<file path="src/rtl/aes_pkg.sv">
// Shared AES controller definitions: block width, round counts per key size
// and the round-sequencer state encoding.
package aes_pkg;

    localparam int AES_BLOCK_W = 128;

    localparam int AES128_NR = 10;
    localparam int AES192_NR = 12;
    localparam int AES256_NR = 14;

    typedef enum logic [1:0] {
        ST_IDLE    = 2'd0,
        ST_KEYWAIT = 2'd1,
        ST_ROUND   = 2'd2,
        ST_DONE    = 2'd3
    } aes_state_e;

endpackage

</file>
<file path="src/rtl/aes_round_ctrl.sv">
// Iterative AES encryption round sequencer: fetches one round key per index,
// drives the external round datapath and returns the ciphertext.
// Build macro AES_ABORT_EN adds a synchronous abort input.
module aes_round_ctrl
    import aes_pkg::*;
#(
    parameter int NR   = AES128_NR,
    parameter int IDXW = 4
) (
    input  logic                   clk,
    input  logic                   resetn,
`ifdef AES_ABORT_EN
    input  logic                   abort,
`endif
    input  logic [AES_BLOCK_W-1:0] indata,
    input  logic                   invalid,
    output logic                   inready,
    output logic [AES_BLOCK_W-1:0] outdata,
    output logic                   outvalid,
    input  logic                   outready,
    output logic                   keyreq,
    output logic [IDXW-1:0]        keyidx,
    input  logic                   keyack,
    input  logic [AES_BLOCK_W-1:0] roundkey,
    output logic [AES_BLOCK_W-1:0] dpstate,
    output logic [AES_BLOCK_W-1:0] dpkey,
    output logic                   dpfinal,
    input  logic [AES_BLOCK_W-1:0] dpresult,
    output logic                   busy
);

    localparam logic [IDXW-1:0] LAST_IDX = IDXW'(NR);
    localparam logic [IDXW-1:0] IDX_ONE  = {{(IDXW-1){1'b0}}, 1'b1};

    aes_state_e             state_q, state_d;
    logic [AES_BLOCK_W-1:0] statereg_q, statereg_d;
    logic [AES_BLOCK_W-1:0] keyreg_q, keyreg_d;
    logic [IDXW-1:0]        roundidx_q, roundidx_d;
    logic                   abort_s;
    logic                   is_last_s;
    logic                   is_first_s;

`ifdef AES_ABORT_EN
    assign abort_s = abort;
`else
    assign abort_s = 1'b0;
`endif

    assign is_last_s  = (roundidx_q == LAST_IDX);
    assign is_first_s = (roundidx_q == {IDXW{1'b0}});

    // State and working registers; reset discards any block in flight.
    always_ff @(posedge clk or negedge resetn) begin
        if (!resetn) begin
            state_q    <= ST_IDLE;
            statereg_q <= '0;
            keyreg_q   <= '0;
            roundidx_q <= '0;
        end else begin
            state_q    <= state_d;
            statereg_q <= statereg_d;
            keyreg_q   <= keyreg_d;
            roundidx_q <= roundidx_d;
        end
    end

    // Next-state logic; abort overrides every other event.
    always_comb begin
        state_d = state_q;
        if (abort_s) begin
            state_d = ST_IDLE;
        end else begin
            case (state_q)
                ST_IDLE: begin
                    if (invalid) state_d = ST_KEYWAIT;
                    else         state_d = ST_IDLE;
                end
                ST_KEYWAIT: begin
                    if (keyack) state_d = ST_ROUND;
                    else        state_d = ST_KEYWAIT;
                end
                ST_ROUND: begin
                    if (is_last_s) state_d = ST_DONE;
                    else           state_d = ST_KEYWAIT;
                end
                ST_DONE: begin
                    if (outready) state_d = ST_IDLE;
                    else          state_d = ST_DONE;
                end
                default: state_d = ST_IDLE;
            endcase
        end
    end

    // Working-register updates; index 0 is the internal key whitening step.
    always_comb begin
        statereg_d = statereg_q;
        keyreg_d   = keyreg_q;
        roundidx_d = roundidx_q;
        if (abort_s) begin
            statereg_d = '0;
            roundidx_d = '0;
        end else begin
            case (state_q)
                ST_IDLE: begin
                    if (invalid) begin
                        statereg_d = indata;
                        roundidx_d = '0;
                    end else begin
                        statereg_d = statereg_q;
                    end
                end
                ST_KEYWAIT: begin
                    if (keyack) keyreg_d = roundkey;
                    else        keyreg_d = keyreg_q;
                end
                ST_ROUND: begin
                    if (is_first_s) statereg_d = statereg_q ^ keyreg_q;
                    else            statereg_d = dpresult;
                    if (is_last_s)  roundidx_d = roundidx_q;
                    else            roundidx_d = roundidx_q + IDX_ONE;
                end
                ST_DONE: begin
                    statereg_d = statereg_q;
                end
                default: begin
                    statereg_d = '0;
                    roundidx_d = '0;
                end
            endcase
        end
    end

    // Moore outputs decoded from the registered state.
    always_comb begin
        inready  = (state_q == ST_IDLE);
        keyreq   = (state_q == ST_KEYWAIT);
        outvalid = (state_q == ST_DONE);
        busy     = (state_q != ST_IDLE);
        dpfinal  = (state_q == ST_ROUND) && is_last_s;
        keyidx   = roundidx_q;
        outdata  = statereg_q;
        dpstate  = statereg_q;
        dpkey    = keyreg_q;
    end

endmodule

</file>
<file path="config.mk">
export PLATFORM = sky130hd
export DESIGN_NAME = aes_round_ctrl
export DESIGN_NICKNAME = d
export VERILOG_FILES = /design/src/rtl/aes_pkg.sv /design/src/rtl/aes_round_ctrl.sv
export SDC_FILE = /design/constraint.sdc
export NUM_CORES = 1
export LEC_CHECK = 0
export ABC_AREA = 1
export CAP_MARGIN = 25
export CORE_AREA = 2 2 304 306
export CTS_BUF_LIST = sky130_fd_sc_hd__clkbuf_8
export CTS_CLUSTER_DIAMETER = 50
export CTS_CLUSTER_SIZE = 25
export DETAILED_ROUTE_END_ITERATION = 16
export DIE_AREA = 0 0 306 308
export SLEW_MARGIN = 20
export SYNTH_ARGS = -nofsm -noshare
export SYNTH_HDL_FRONTEND = slang
export SYNTH_SLANG_ARGS = --single-unit
</file>
<file path="constraint.sdc">
create_clock -name clk -period 4.2 [get_ports clk]
set_input_delay 1.05 -clock clk [delete_from_list [all_inputs] [get_ports clk]]
set_output_delay 1.05 -clock clk [all_outputs]
set_load 0.05 [all_outputs]
</file>
==> flow_summary.ini <==
[run_status]
status = completed

[timing]
setup_slack_ns = 0.663
finalHoldViolations = 0
post-route-period-util_pct = 84.2
hold_slack_ns = 0.445
rsz0062_at_grt = false
fmax_mhz = 283
worst_pin_slew_ns = 0.906
max_slew_margin_pct = 39.6
fin_setup_tns_ns = 0
final-setup-viol-count = 0
maxSlewViolCount = 0
skew_ns = 0.0276
min_period_ns = 3.54

[layout]
layout_commonest_cell = clkdlybuf4s50_1
fill_cells = 9928
mostFrequentLayoutCells = clkdlybuf4s50_1 (780), nand2_1 (776), inv_1 (525)
layout.nets = 3480
drive_above_1_share_pct = 3.78
area_delta_synth_final_pct = 57.9
final_area_um2 = 25500

[grt]
grt_antenna_before_repair = 15
grt_pass1_vias = 17000
overflow = 0
track_usage_pct = 14.8
grt_start_max_net_pins = 134
grt_pass1_wl_um = 107000

[worst_setup_path]
critPathCaptureType = primary output
r2r_setup_slack_ns = 1.76
r2r_end = dpstate[46]$_DFFE_PN0P_
slowest_delay_ns = 0.84
r2r_start = keyidx[0]$_DFFE_PN0P_
r2r_cells = 7
required_ns = 3.15
crit_type = reg2out
crit_chain = inv_1 -> ha_1 -> nand2_1 -> nor2_1 -> clkdlybuf4s50_1
cp-endpoint = dpfinal
critPathLaunchType = register
cpMaxStageDelayCell = clkdlybuf4s50_1
arrival_ns = 2.49
crit_start = keyidx[0]$_DFFE_PN0P_
crit_fanout = 5

[logic_synthesis]
ys_warn_count = 0
synth_xor_area_share_pct = 0.0542
ys_types = 19
synth_compound_area_share_pct = 12.2
synth_fa_ha_area_share_pct = 0.232
synth_top_family_by_area = simple AND/OR/NAND/NOR gates
ys_seq_area_share_pct = 40.6
netlist_area_um2 = 16100
yosys.area_share.simple_pct = 25.4
muxShareOfSynthArea_pct = 0
synth-seq-cells = 262
syn_nets = 2859
syn_inst = 2467
syn_avg_cell_area_um2 = 6.55

[clock_network]
h-tree-depth = 2
cts-resized-gates = 0
path_clk_slew_ns = 0.07
clock-sinks = 262
root_buffer = clkbuf_8
hold_buffers = 0
cts_buffers = 44
clk_latency_ns = 0.62
clk_path_buf_depth = 3
postCtsSetupBuffers = 0
cts_tree = built

[die]
die_area_um2 = 94200
core_area_um2 = 91000
fp.dieW_um = 306
start_util_pct = 17.8
die_h_um = 308
std_cell_rows = 111
io_pins = 782

[power_and_ir_drop]
p_seq_share_pct = 20.6
p_leak_nw = 13.1
p_sw_share_pct = 57.4
p_sw_w = 0.0146
intPower_w = 0.0108
p_comb_share_pct = 68.0
ir_drop_uv = 893
p_per_area_nw_per_um2 = 996
p_clk_share_pct = 11.4
p_total_w = 0.0254

[placement]
pre_cts_ws_ns = 1.33
numPortBuffers = 781
dpl_cell_area_um2 = 24400
place_congestion = 0.843
hpwl_um = 54000

[route]
first_pass_iters = 5
routed_wl_um = 72200
drc = 0
drt_iter0_drc = 1034
final_antenna_net_count = 0
vias_per_cell = 4.02
avgRoutedWirePerCell_um = 16.8
num_vias = 17300

[flow_run]
maxCapViolCount = 0

[hold_path]
hold_path.class = in2async
worst max-delay path: cells and delay by family, from the launching register on:
family | cells | cell delay, ns
AND/OR/NAND/NOR | 2 | 0.28
adder cells (fa/ha/maj) | 1 | 0.18
buffers and inverters | 2 | 0.97
flip-flops | 1 | 0.43
logic make-up after synthesis:
logic type	Yosys count
adders and majority gates	3
and+or+nand+nor	1046
AOI/OAI and AO/OA	392
xor gates and xnor gates	1
DFF	262
buffers and inverters	763
power groups by stage:
| stage | Sequential, W | Combinational (W) | Clock, W |
|---|---|---|---|
| final | 0.00523 | 0.0173 | 0.00290 |
| after global routing | 0.00541 | 0.0185 | 0.00311 |
| after CTS | 0.00524 | 0.0174 | 0.00302 |
| after detailed placement | 0.00525 | 0.0173 | 0 |
| after global placement | 0.00523 | 0.0173 | 0 |
| after floorplan | 0.00901 | 0.00813 | 0 |
routing by layer:
| layer | vias to the layer above | routed length [µm] | global-route usage [%] |
|---|---|---|---|
| met5 | - | 64 | 0 |
| met4 | 10 | 2220 | 4.33 |
| met3 | 129 | 5510 | 3.99 |
| met2 | 633 | 34300 | 25.0 |
| met1 | 8059 | 30100 | 18.3 |
| li1 | 8482 | - | - |
cell type report:
cell class	count	area, µm²	area share (%)
Antenna cell	1	2.50	0.00981
Clock buffer	53	729	2.86
Clock inverter	26	348	1.36
Inverter	523	1970	7.71
Multi-Input combinational cell	1442	6160	24.1
Sequential cell	262	6560	25.7
Tap cell	1186	1480	5.82
Timing Repair Buffer	815	8250	32.4
synth_stat cells, drive strengths merged:
master / n / share of area (%)
o211ai: 1 / 0.047
nand4: 2 / 0.077
nand3: 133 / 4.1
ha: 3 / 0.23
dfrtp: 262 / 41
inv: 523 / 12
clkbuf: 15 / 0.35
nor2: 134 / 3.2
buf: 225 / 9.0
nand2: 777 / 18
xor2: 1 / 0.054
o21ai: 6 / 0.21
a21oi: 385 / 12
how the worst min path moves through the flow:
stage                          start                       end  slack (ns)  cells past startpoint
3_3_place_gp   dpkey[28]$_DFFE_PN0P_     dpkey[28]$_DFFE_PN0P_        0.54                      2
2_1_floorplan   state_q[0]$_DFF_PN0_      state_q[1]$_DFF_PN0_        0.63                      2
3_5_place_dp    dpkey[5]$_DFFE_PN0P_      dpkey[5]$_DFFE_PN0P_        0.55                      2
6_report                      resetn  dpstate[111]$_DFFE_PN0P_        0.44                      1
4_1_cts                       resetn  dpstate[111]$_DFFE_PN0P_        0.41                      1
5_1_grt                       resetn  dpstate[111]$_DFFE_PN0P_        0.44                      1
through the flow:
step                instances  utilization, %
global route             4307            28.0
floorplan                2467               -
global placement         4228            26.8
finish                   4308            28.0
CTS                      4307            28.0
detailed placement       4228            26.8
sequential cells by signal, indices dropped and copies added, names as in the netlist:
signal   count
dpstate    128
state_q      2
dpkey      128
keyidx       4
Note: power is estimated with default switching activity, not from simulation.
